[src/rtl/sid_demux2_pkg.sv]
// Shared types and constants for the two-way SID packet demultiplexer.
package sid_demux2_pkg;

  localparam int unsigned CHDR_W   = 65;
  localparam int unsigned LAST_BIT = 64;
  localparam int unsigned SID_LSB  = 0;
  localparam int unsigned SID_W    = 16;
  localparam int unsigned BODY_W   = CHDR_W - SID_W - 1;

  localparam logic [1:0] STATE_IDLE = 2'd0;
  localparam logic [1:0] STATE_FWD0 = 2'd1;
  localparam logic [1:0] STATE_FWD1 = 2'd2;

  typedef enum logic [1:0] {
    IDLE = STATE_IDLE,
    FWD0 = STATE_FWD0,
    FWD1 = STATE_FWD1
  } state_e;

  // One stream beat: last flag on top, SID in the low field of a header beat.
  typedef struct packed {
    logic              last;
    logic [BODY_W-1:0] body;
    logic [SID_W-1:0]  sid;
  } chdr_beat_t;

endpackage : sid_demux2_pkg

[src/rtl/sid_demux2_if.sv]
// Valid/ready stream carrying 65-bit beats; master drives data, slave drives ready.
interface sid_demux2_if;
  import sid_demux2_pkg::*;

  logic [CHDR_W-1:0] tdata;
  logic              tvalid;
  logic              tready;

  modport master (output tdata, output tvalid, input tready);
  modport slave  (input tdata, input tvalid, output tready);

endinterface : sid_demux2_if

[src/rtl/sid_demux2_slice.sv]
// Two-entry skid buffer: registered output stage plus one overflow entry.
// Accepts one beat per cycle while the consumer keeps up; full_c is
// purely registered so it never depends on the consumer's ready.
module sid_demux2_slice
  import sid_demux2_pkg::*;
(
  input  logic       clk,
  input  logic       reset_n,
  input  logic       clear,
  input  chdr_beat_t in_tdata,
  input  logic       in_push,
  output logic       full_c,
  sid_demux2_if.master out
);

  logic       out_valid_q;
  logic       skid_valid_q;
  chdr_beat_t out_data_q;
  chdr_beat_t skid_data_q;
  logic       pop_c;
  logic       load_out_c;

  assign full_c     = out_valid_q && skid_valid_q;
  assign pop_c      = out_valid_q && out.tready;
  assign load_out_c = pop_c || !out_valid_q;

  assign out.tvalid = out_valid_q;
  assign out.tdata  = out_data_q;

  // Output stage refills from the skid entry first so beat order is preserved.
  always_ff @(posedge clk or negedge reset_n) begin
    if (!reset_n) begin
      out_valid_q  <= 1'b0;
      skid_valid_q <= 1'b0;
      out_data_q   <= '0;
      skid_data_q  <= '0;
    end else if (clear) begin
      out_valid_q  <= 1'b0;
      skid_valid_q <= 1'b0;
      out_data_q   <= '0;
      skid_data_q  <= '0;
    end else if (load_out_c) begin
      if (skid_valid_q) begin
        out_valid_q  <= 1'b1;
        out_data_q   <= skid_data_q;
        skid_valid_q <= in_push;
        if (in_push) begin
          skid_data_q <= in_tdata;
        end
      end else begin
        out_valid_q <= in_push;
        if (in_push) begin
          out_data_q <= in_tdata;
        end
      end
    end else if (in_push) begin
      skid_valid_q <= 1'b1;
      skid_data_q  <= in_tdata;
    end
  end

endmodule : sid_demux2_slice

[src/rtl/sid_demux2.sv]
// Steers whole packets to one of two outputs by the SID in the header beat.
// Optional per-port packet counters: define SID_DEMUX2_PKT_COUNT_EN.
module sid_demux2
  import sid_demux2_pkg::*;
#(
  parameter logic [SID_W-1:0] SID_0        = 16'h00A0,
  parameter logic [SID_W-1:0] SID_1        = 16'h00B0,
  parameter int unsigned      DEFAULT_PORT = 0
) (
  input  logic        clk,
  input  logic        reset_n,
  input  logic        clear,
  sid_demux2_if.slave  i,
  sid_demux2_if.master o0,
  sid_demux2_if.master o1,
  output logic [15:0] miss_count
`ifdef SID_DEMUX2_PKT_COUNT_EN
  ,
  output logic [15:0] pkt_count0,
  output logic [15:0] pkt_count1
`endif
);

  state_e     state_q;
  state_e     state_d;
  chdr_beat_t beat_c;
  logic       hit0_c;
  logic       hit1_c;
  logic       hdr_miss_c;
  logic       hdr_port_c;
  logic       sel_port_c;
  logic       full0_c;
  logic       full1_c;
  logic       in_xfer_c;
  logic       push0_c;
  logic       push1_c;
  logic [15:0] miss_q;

  assign beat_c = i.tdata;

  // Header decode; SID_0 takes priority when both SIDs are equal.
  always_comb begin
    hit0_c     = (beat_c.sid == SID_0);
    hit1_c     = !hit0_c && (beat_c.sid == SID_1);
    hdr_miss_c = !hit0_c && !hit1_c;
    hdr_port_c = hit0_c ? 1'b0 : (hit1_c ? 1'b1 : 1'(DEFAULT_PORT));
  end

  // Port select: decoded header in IDLE, latched packet port otherwise.
  always_comb begin
    sel_port_c = hdr_port_c;
    case (state_q)
      FWD0:    sel_port_c = 1'b0;
      FWD1:    sel_port_c = 1'b1;
      default: sel_port_c = hdr_port_c;
    endcase
  end

  // A stalled destination stalls the input (intentional head-of-line blocking).
  assign i.tready  = reset_n && !clear && !(sel_port_c ? full1_c : full0_c);
  assign in_xfer_c = i.tvalid && i.tready;
  assign push0_c   = in_xfer_c && !sel_port_c;
  assign push1_c   = in_xfer_c && sel_port_c;

  // State register.
  always_ff @(posedge clk or negedge reset_n) begin
    if (!reset_n) begin
      state_q <= IDLE;
    end else if (clear) begin
      state_q <= IDLE;
    end else begin
      state_q <= state_d;
    end
  end

  // Next state: lock onto a port after a multi-beat header, release on last.
  always_comb begin
    state_d = state_q;
    case (state_q)
      IDLE: begin
        if (in_xfer_c && !beat_c.last) begin
          state_d = hdr_port_c ? FWD1 : FWD0;
        end
      end
      FWD0, FWD1: begin
        if (in_xfer_c && beat_c.last) begin
          state_d = IDLE;
        end
      end
      default: state_d = IDLE;
    endcase
  end

  // Count headers that fell through to the default port.
  always_ff @(posedge clk or negedge reset_n) begin
    if (!reset_n) begin
      miss_q <= '0;
    end else if (clear) begin
      miss_q <= '0;
    end else if (in_xfer_c && (state_q == IDLE) && hdr_miss_c) begin
      miss_q <= miss_q + 16'd1;
    end
  end

  assign miss_count = miss_q;

  sid_demux2_slice u_slice0 (
    .clk      (clk),
    .reset_n  (reset_n),
    .clear    (clear),
    .in_tdata (beat_c),
    .in_push  (push0_c),
    .full_c   (full0_c),
    .out      (o0)
  );

  sid_demux2_slice u_slice1 (
    .clk      (clk),
    .reset_n  (reset_n),
    .clear    (clear),
    .in_tdata (beat_c),
    .in_push  (push1_c),
    .full_c   (full1_c),
    .out      (o1)
  );

`ifdef SID_DEMUX2_PKT_COUNT_EN
  logic [15:0] pkt0_q;
  logic [15:0] pkt1_q;

  // Count completed packets leaving each output.
  always_ff @(posedge clk or negedge reset_n) begin
    if (!reset_n) begin
      pkt0_q <= '0;
      pkt1_q <= '0;
    end else if (clear) begin
      pkt0_q <= '0;
      pkt1_q <= '0;
    end else begin
      if (o0.tvalid && o0.tready && o0.tdata[LAST_BIT]) begin
        pkt0_q <= pkt0_q + 16'd1;
      end
      if (o1.tvalid && o1.tready && o1.tdata[LAST_BIT]) begin
        pkt1_q <= pkt1_q + 16'd1;
      end
    end
  end

  assign pkt_count0 = pkt0_q;
  assign pkt_count1 = pkt1_q;
`endif

endmodule : sid_demux2

[src/flat_wrapper.sv]
// flat-port wrapper written by rule: the top's interface ports become plain ports
module sid_demux2_flat import sid_demux2_pkg::*;
#(
  parameter logic [SID_W-1:0] SID_0        = 16'h00A0,
  parameter logic [SID_W-1:0] SID_1        = 16'h00B0,
  parameter int unsigned      DEFAULT_PORT = 0
)
  (clk, reset_n, clear, miss_count, i_tdata, i_tvalid, i_tready, o0_tdata, o0_tvalid, o0_tready, o1_tdata, o1_tvalid, o1_tready);
  sid_demux2_if i_i ();
  sid_demux2_if o0_i ();
  sid_demux2_if o1_i ();
  input  logic clk;
  input  logic reset_n;
  input  logic clear;
  output logic [15:0] miss_count;
  input wire logic [$bits(i_i.tdata)-1:0] i_tdata;
  input wire logic [$bits(i_i.tvalid)-1:0] i_tvalid;
  output wire logic [$bits(i_i.tready)-1:0] i_tready;
  output wire logic [$bits(o0_i.tdata)-1:0] o0_tdata;
  output wire logic [$bits(o0_i.tvalid)-1:0] o0_tvalid;
  input wire logic [$bits(o0_i.tready)-1:0] o0_tready;
  output wire logic [$bits(o1_i.tdata)-1:0] o1_tdata;
  output wire logic [$bits(o1_i.tvalid)-1:0] o1_tvalid;
  input wire logic [$bits(o1_i.tready)-1:0] o1_tready;
  assign i_i.tdata = i_tdata;
  assign i_i.tvalid = i_tvalid;
  assign i_tready = i_i.tready;
  assign o0_tdata = o0_i.tdata;
  assign o0_tvalid = o0_i.tvalid;
  assign o0_i.tready = o0_tready;
  assign o1_tdata = o1_i.tdata;
  assign o1_tvalid = o1_i.tvalid;
  assign o1_i.tready = o1_tready;
  sid_demux2 #(.SID_0(SID_0), .SID_1(SID_1), .DEFAULT_PORT(DEFAULT_PORT)) u_core (.clk(clk), .reset_n(reset_n), .clear(clear), .i(i_i), .o0(o0_i), .o1(o1_i), .miss_count(miss_count));
endmodule
[config.mk]
export PLATFORM = sky130hd
export DESIGN_NAME = sid_demux2_flat
export DESIGN_NICKNAME = d
export VERILOG_FILES = /design/src/rtl/sid_demux2_pkg.sv /design/src/rtl/sid_demux2_if.sv /design/src/rtl/sid_demux2_slice.sv /design/src/rtl/sid_demux2.sv /design/src/flat_wrapper.sv
export SDC_FILE = /design/constraint.sdc
export NUM_CORES = 1
export LEC_CHECK = 0
export ABC_AREA = 1
export BUFFER_PORTS_ARGS = -buffer_cell sky130_fd_sc_hd__buf_2
export CAP_MARGIN = 20
export CELL_PAD_IN_SITES_DETAIL_PLACEMENT = 0
export CELL_PAD_IN_SITES_GLOBAL_PLACEMENT = 1
export CORE_UTILIZATION = 30
export CTS_BUF_LIST = sky130_fd_sc_hd__clkbuf_2
export CTS_CLUSTER_SIZE = 24
export DETAILED_ROUTE_END_ITERATION = 8
export HOLD_SLACK_MARGIN = 0.12
export PLACE_DENSITY = 0.73
export RECOVER_POWER = 25
export REMOVE_ABC_BUFFERS = 1
export SLEW_MARGIN = 40
export SYNTH_ARGS = -nofsm -noshare
export SYNTH_HDL_FRONTEND = slang
export SYNTH_SLANG_ARGS = --single-unit
[constraint.sdc]
create_clock -name clk -period 2.9 [get_ports clk]
set_clock_uncertainty 0.2 [all_clocks]
set_input_delay 0.435 -clock clk [delete_from_list [all_inputs] [get_ports clk]]
set_output_delay 0.435 -clock clk [all_outputs]
set_load 0.05 [all_outputs]
Word-level counts from Yosys, hierarchy flattened
Index checks and enable logic that the tools add are counted.
{"block": "word_totals", "reg_bits": 282, "in_bits": 71, "output_inout_bits": 149, "wordCells": 105}
{"block": "op_classes", "eq_ne": 8, "add_sub_neg": 1, "n_mux": 41, "n_reduce_logical": 37}
{"op": "65-bit 2-to-1 mux", "n": 16}
{"op": "16-bit by 8-bit equality test with 1-bit output, second input constant", "n": 2}
{"op": "16-bit 2-to-1 mux", "n": 2}
{"op": "1-bit 2-to-1 mux", "n": 17}
{"op": "16-bit by 1-bit adder with 16-bit output, second input constant", "n": 1}
{"op": "1-bit logical AND", "n": 15}
{"op": "3-bit nonzero test", "n": 4}
{"op": "1-bit zero test", "n": 8}
{"op": "2-bit 2-to-1 mux", "n": 4}
{"op": "3-bit by 2-bit != test with 1-bit output, second input constant", "n": 2}
{"op": "3-bit != test, second input constant", "n": 2}
{"op": "2-bit AND reduction", "n": 3}
{"op": "2-bit nonzero test", "n": 3}
{"op": "2-bit case mux with 2 select lines", "n": 1}
{"op": "2-bit by 1-bit equality test with 1-bit output, second input constant", "n": 1}
{"op": "2-bit equality test, second input constant", "n": 1}
{"op": "2-bit zero test", "n": 1}
{"op": "1-bit logical OR", "n": 2}
{"op": "1-bit case mux with 2 select lines", "n": 1}
{"op": "2-bit OR reduction", "n": 1}

Logic depth before layout (Yosys ltp)
{"block": "depth", "word_depth": 15, "ltp_mapped": 16}

By module
A second synthesis with hierarchy kept.
{"block": "unflattened", "hier_cells": 1773, "hier_area_um2": 13639.3}
{"module": "sid_demux2_slice", "seq_area_each_um2": 3303.2, "cells_each": 793, "area_each_um2": 6149.6, "instances": 2}
{"module": "sid_demux2", "seq_area_each_um2": 450.4, "cells_each": 187, "area_each_um2": 1340.0, "instances": 1}

Least setup slack after synthesis
OpenSTA, ideal clock, no wires.
{"block": "synth_timing", "path_kind": "register to register", "from": "register u_core.state_q[1]", "to": "register u_core.u_slice1.out_data_q (netlist bit u_core.u_slice1.out.tdata[16])", "setup_slack_ns": 0.410, "required_ns": 2.581, "synth_period_minus_slack_ns": 2.490, "t_arrival_ns": 2.171, "path_stages_with_launch": 15, "setup_ns": 0.119, "cell_sequence": "dfrtp_1 inv_1 ha_1 inv_1 or2_2 nand3_1 nand2_1 nor2_4 nand3_4 nand2_2 nand2_2 buf_6 buf_6 nand2_1 nand2_1"}
{"block": "synth_between", "elab_chain_len": 9, "elab_cells_between_ends": 10, "classes_between": "eq/ne (2); mux (2); reduce/logical (6)"}
{"item": "start: declaration", "line_no": "sid_demux2.sv:24", "text": "state_e state_q;"}
{"item": "start signal: assignment", "line_no": "sid_demux2.sv:72", "text": "state_q <= state_d;"}
{"item": "2-bit equality test or 2-bit by 1-bit equality test with 1-bit output (tied branches)", "line_no": "sid_demux2.sv:52", "text": "case (state_q)"}
{"item": "1-bit case mux with 2 select lines *", "line_no": "sid_demux2.sv:52"}
{"item": "1-bit 2-to-1 mux *", "line_no": "sid_demux2.sv:60", "text": "assign i.tready = reset_n && !clear && !(sel_port_c ? full1_c : full0_c);"}
{"item": "1-bit zero test *", "line_no": "sid_demux2.sv:60"}
{"item": "1-bit logical AND *", "line_no": "sid_demux2.sv:60"}
{"item": "named net i_tready", "line_no": "flat_wrapper.sv:18", "text": "output wire logic [$bits(i_i.tready)-1:0] i_tready;"}
{"item": "1-bit logical AND *", "line_no": "sid_demux2.sv:61", "text": "assign in_xfer_c = i.tvalid && i.tready;"}
{"item": "1-bit logical AND *", "line_no": "sid_demux2.sv:63", "text": "assign push1_c = in_xfer_c && sel_port_c;"}
{"item": "3-bit nonzero test (no line) *"}
{"item": "2-bit AND reduction (no line) *"}
{"item": "end signal: assignment", "line_no": "sid_demux2_slice.sv:45", "text": "out_data_q <= skid_data_q;"}
{"item": "end signal: assignment", "line_no": "sid_demux2_slice.sv:53", "text": "out_data_q <= in_tdata;"}
{"item": "end: declaration", "line_no": "sid_demux2_slice.sv:18", "text": "chdr_beat_t out_data_q;"}
The timed path passes the listed nets; every way through them passes the cells marked *.
A chain may end at the register's enable or synchronous reset.

Worst setup path after layout
{"block": "layout_timing", "from": "register u_core.state_q[0]", "to": "output i_tready"}
{"block": "layout_between", "elab_chain_len": 5, "elab_cells_between_ends": 6, "classes_between": "eq/ne (2); mux (2); reduce/logical (2)"}
{"item": "2-bit equality test or 2-bit by 1-bit equality test with 1-bit output (tied branches)", "line_no": "sid_demux2.sv:52"}
{"item": "1-bit case mux with 2 select lines *", "line_no": "sid_demux2.sv:52"}
{"item": "1-bit 2-to-1 mux *", "line_no": "sid_demux2.sv:60"}
{"item": "1-bit zero test *", "line_no": "sid_demux2.sv:60"}
{"item": "1-bit logical AND *", "line_no": "sid_demux2.sv:60"}
{"item": "end: declaration", "line_no": "flat_wrapper.sv:18"}
Mark *: on every way between the ends. The rest lies on a longest branch, timed or not.

==> metrics.md <==
| Metric | Value |
|---|---|
| Syn Inst Count | 1724 |
| Critical Path Sink Type | output pin |
| Adder-Cell Fraction of Synth Area | less than 1% |
| Post-DR vias/cell | slightly below 5 |
| Post-synthesis xor/xnor area fraction | 0.765% |
| Final total power | between 9000 and 10000 µW |
| Count of flip-flops with a built-in enable after synthesis | 0 |
| Antenna violations before repair | 3 |
| Tmin final | 2.98 ns |
| Unique cell type count in the Yosys netlist | 31 |
| Status | complete, but fails checks |
| CTS root buf | clkbuf_2 |
| Drc violations | 0 |
| Antenna Nets Post-Route | 0 |
| Vias in the first global route | ~14000 |
| CTS tree | built |
| Pin count of the biggest net entering global routing | 150 |
| Max Root-Sink Buffers | 3 |
| All-Layer GR Usage | between 10% and 20% |
| Worst path cell trace | inv_2 > ha_4 > inv_4 > or2_4 > nand3_2 > nand2_2 > nor2_4 > buf_8 |
| CTS Sinks | approximately 280 |
| Full die area | 46700 µm² |
| Most common cell after layout, fill and taps aside | nand2_1 |
| Synthesized area | ~14000 µm² |
| Port buffer count | ~220 |
| Final Cycle Share | 103% |
| Setup slack at placement | 0.249 ns |
| Core area | 45300 µm² |
| I/O pin total | between 200 and 250 |
| Worst-skew pair later-pin latency | 1.01 ns |
| Overflow after GRT | 0 |
| Worst vdd ir | around 0.00023 V |
| Startpoint Class | flip-flop |
| Starting Density | between 30% and 40% |
| Mux cell area share after synthesis | 0% |
| Critical Path Stages | 8 |
| Leakage | ~0.0095 µW |
| Max incr delay on CP | roughly 0.37 ns |
| Synth Area per Inst | between 7 and 8 µm² |
| WHS Path Cells | 2 |
| Final #Nets | 2164 |
| Final Non-Filler Cells | approximately 2700 |
| Synthesis-stage register bit count | 282 |
| CP Data Required Time | 2.27 ns |
| Crit Path Class | reg -> out |
| CP delay by family, top | simple AND/OR/NAND/NOR gates |
| Routed Wire Length | 45900 µm |
| Min-delay worst type | reg -> reg |
| FMAX | approximately 0.34 GHz |
| RePlAce Congestion | 0.822 |
| Final setup viols | 1 |
| Synth Area in Compound Gates | 11.0% |
| Simple-gate share of the synthesized area | between 20% and 30% |
| Layout cells sized above 1 | about a fifth |
| Num rows | slightly below 80 |
| DRT Pass-1 Iters | 5 |
| Crit-path slowest cell | dfrtp_1 |
| Pwr Density | between 500 and 600 nW/µm² |
| Area delta synth->final | 29.8% |
| DIE WIDTH | approximately 220 µm |
| Total number of vias | approximately 13000 |
| Buf/Inv on CP | 3 |
| Worst setup margin | -0.0820 ns |
| Failing checks | negative setup slack |
| Chip Height | 216 µm |
| Reg2reg path depth | 13 |
| Max-cap violations | 0 |
| Dpl cells | about 2400 |
| Final hold vios | 0 |
| Wire per inst | ~17 µm |
| CTS H-Tree Depth | 3 |
| Iter 0 DRT Violations | around 900 |
| Commonest non-fill, non-tap cells in the layout | nand2_1, nand3_1, dfrtp_1, buf_2, nor2_1 |
| Global-route wire length before repair | 73400 µm |
| Worst-path maximum fanout | 3 |
| Largest family of logic cells by synthesized area | simple AND/OR/NAND/NOR gates |
| CTS Buf Count | 83 |
| Final hold slack | ~0.27 ns |
| Slew headroom | between 30 and 40% |
| Asr flop ratio synth | 100% |
| RSZ-0062 raised after global routing | true |
| Clk slew on worst S/H paths | 0.09 ns |
| Least-Margin Pin Slew | around 1.0 ns |
| Register area share after synthesis | around half |
| Pins Over Slew Limit | 0 |
| Warnings, synthesis | 0 |
| Post-DP HPWL | between 20000 and 30000 µm |
| Synth Flop Type | dfrtp_1 |
| Arr. time, crit path | roughly 2.4 ns |
[layout make-up]
class,instances,area (µm²)
Antenna cell,3,7.51
Tap cell,600,751
Inverter,89,350
Fill cell,4777,27400
Clock buffer,115,576
Clock inverter,24,170
Timing Repair Buffer,421,3190
Multi-Input combinational cell,1213,5740
Sequential cell,282,7060
[sequential cells by signal, indices dropped and copies added (netlist names)]
name / cells
u_core.u_slice0.skid_valid_q: 1
u_core.u_slice0.out.tvalid: 1
u_core.miss_count: 16
u_core.u_slice0.skid_data_q: 65
u_core.u_slice1.skid_data_q: 65
u_core.u_slice1.skid_valid_q: 1
u_core.u_slice1.out.tvalid: 1
u_core.u_slice1.out.tdata: 65
u_core.state_q: 2
u_core.u_slice0.out.tdata: 65
[kinds of logic (layout without fill, tap and decap cells)]
kind of cell	after synthesis	count (layout)
AO/OA/AOI/OAI	268	268
XOR/XNOR	12	12
AND/OR/NAND/NOR	930	930
adder cells (fa/ha/maj)	3	3
buffers and inverters	229	649
other	0	3
flip-flops	282	282
[path summary, 6_finish.rpt]
kind                                                               endpoint                                 startpoint  slack, ns
worst max register to register  u_core.u_slice1.skid_data_q[13]$_DFFE_PN0P_              u_core.state_q[0]$_DFFE_PN0P_       0.01
worst min-delay path              u_core.u_slice1.out.tdata[30]$_DFFE_PN0P_  u_core.u_slice1.out.tdata[30]$_DFFE_PN0P_       0.27
min in group asynchronous       u_core.u_slice0.skid_data_q[22]$_DFFE_PN0P_                                    reset_n       0.60
worst min register to register    u_core.u_slice1.out.tdata[30]$_DFFE_PN0P_  u_core.u_slice1.out.tdata[30]$_DFFE_PN0P_       0.27
max in group asynchronous          u_core.u_slice0.out.tdata[5]$_DFFE_PN0P_                                    reset_n       0.13
worst max-delay path                                               i_tready              u_core.state_q[0]$_DFFE_PN0P_      -0.08
[worst min-delay path, cell delays in order, from the launching register on]
cell and delay [ns]:
dfrtp_1 0.35, nand2_1 0.05, nand2_1 0.04
[cells in the mapped netlist (15+ instances only)]
master	number	area, µm²
o21ai_0	132	661
buf_1	15	56.3
inv_1	86	323
buf_2	26	130
buf_6	17	191
nand2_2	29	181
nand3_1	291	1460
nor2_1	164	616
a211oi_1	66	495
a21oi_1	68	340
dfrtp_1	282	7060
nand2_1	427	1600
clkbuf_1	79	297
[through the flow]
step / area, µm² / setup TNS, ns / util [%]
floorplan: 13000 / -579.91 / -
global placement: 15300 / 0 / 33.9
detailed placement: 15400 / 0 / 33.9
CTS: 17800 / -1.04 / 39.2
global route: 17800 / -13.32 / 39.4
finish: 17800 / -0.0820 / 39.4
[repair_timing]
| action | in CTS | in global routing |
|---|---|---|
| cloned | 0 | 2 |
| gates resized for setup | 12 | 7 |
| hold endpoints to repair | 462 | 0 |
| pin swaps | 3 | 2 |
| endpoints found under the setup margin | 1 | 128 |
| hold buffers | 157 | 0 |
| buffers inserted | 4 | 6 |
[power breakdown]
part / switching (µW) / internal [µW] / total, µW
Sequential: 113 / 4100 / 4210
Clock: 1760 / 1320 / 3080
Combinational: 1240 / 501 / 1740
[routing by layer]
metal | GRT usage, % | wire length (µm)
met5 | 0 | 0
met4 | 6.97 | 955
met3 | 5.23 | 2970
met1 | 26.0 | 20900
met2 | 31.5 | 21100
Note: power is estimated with default switching activity, not from simulation.
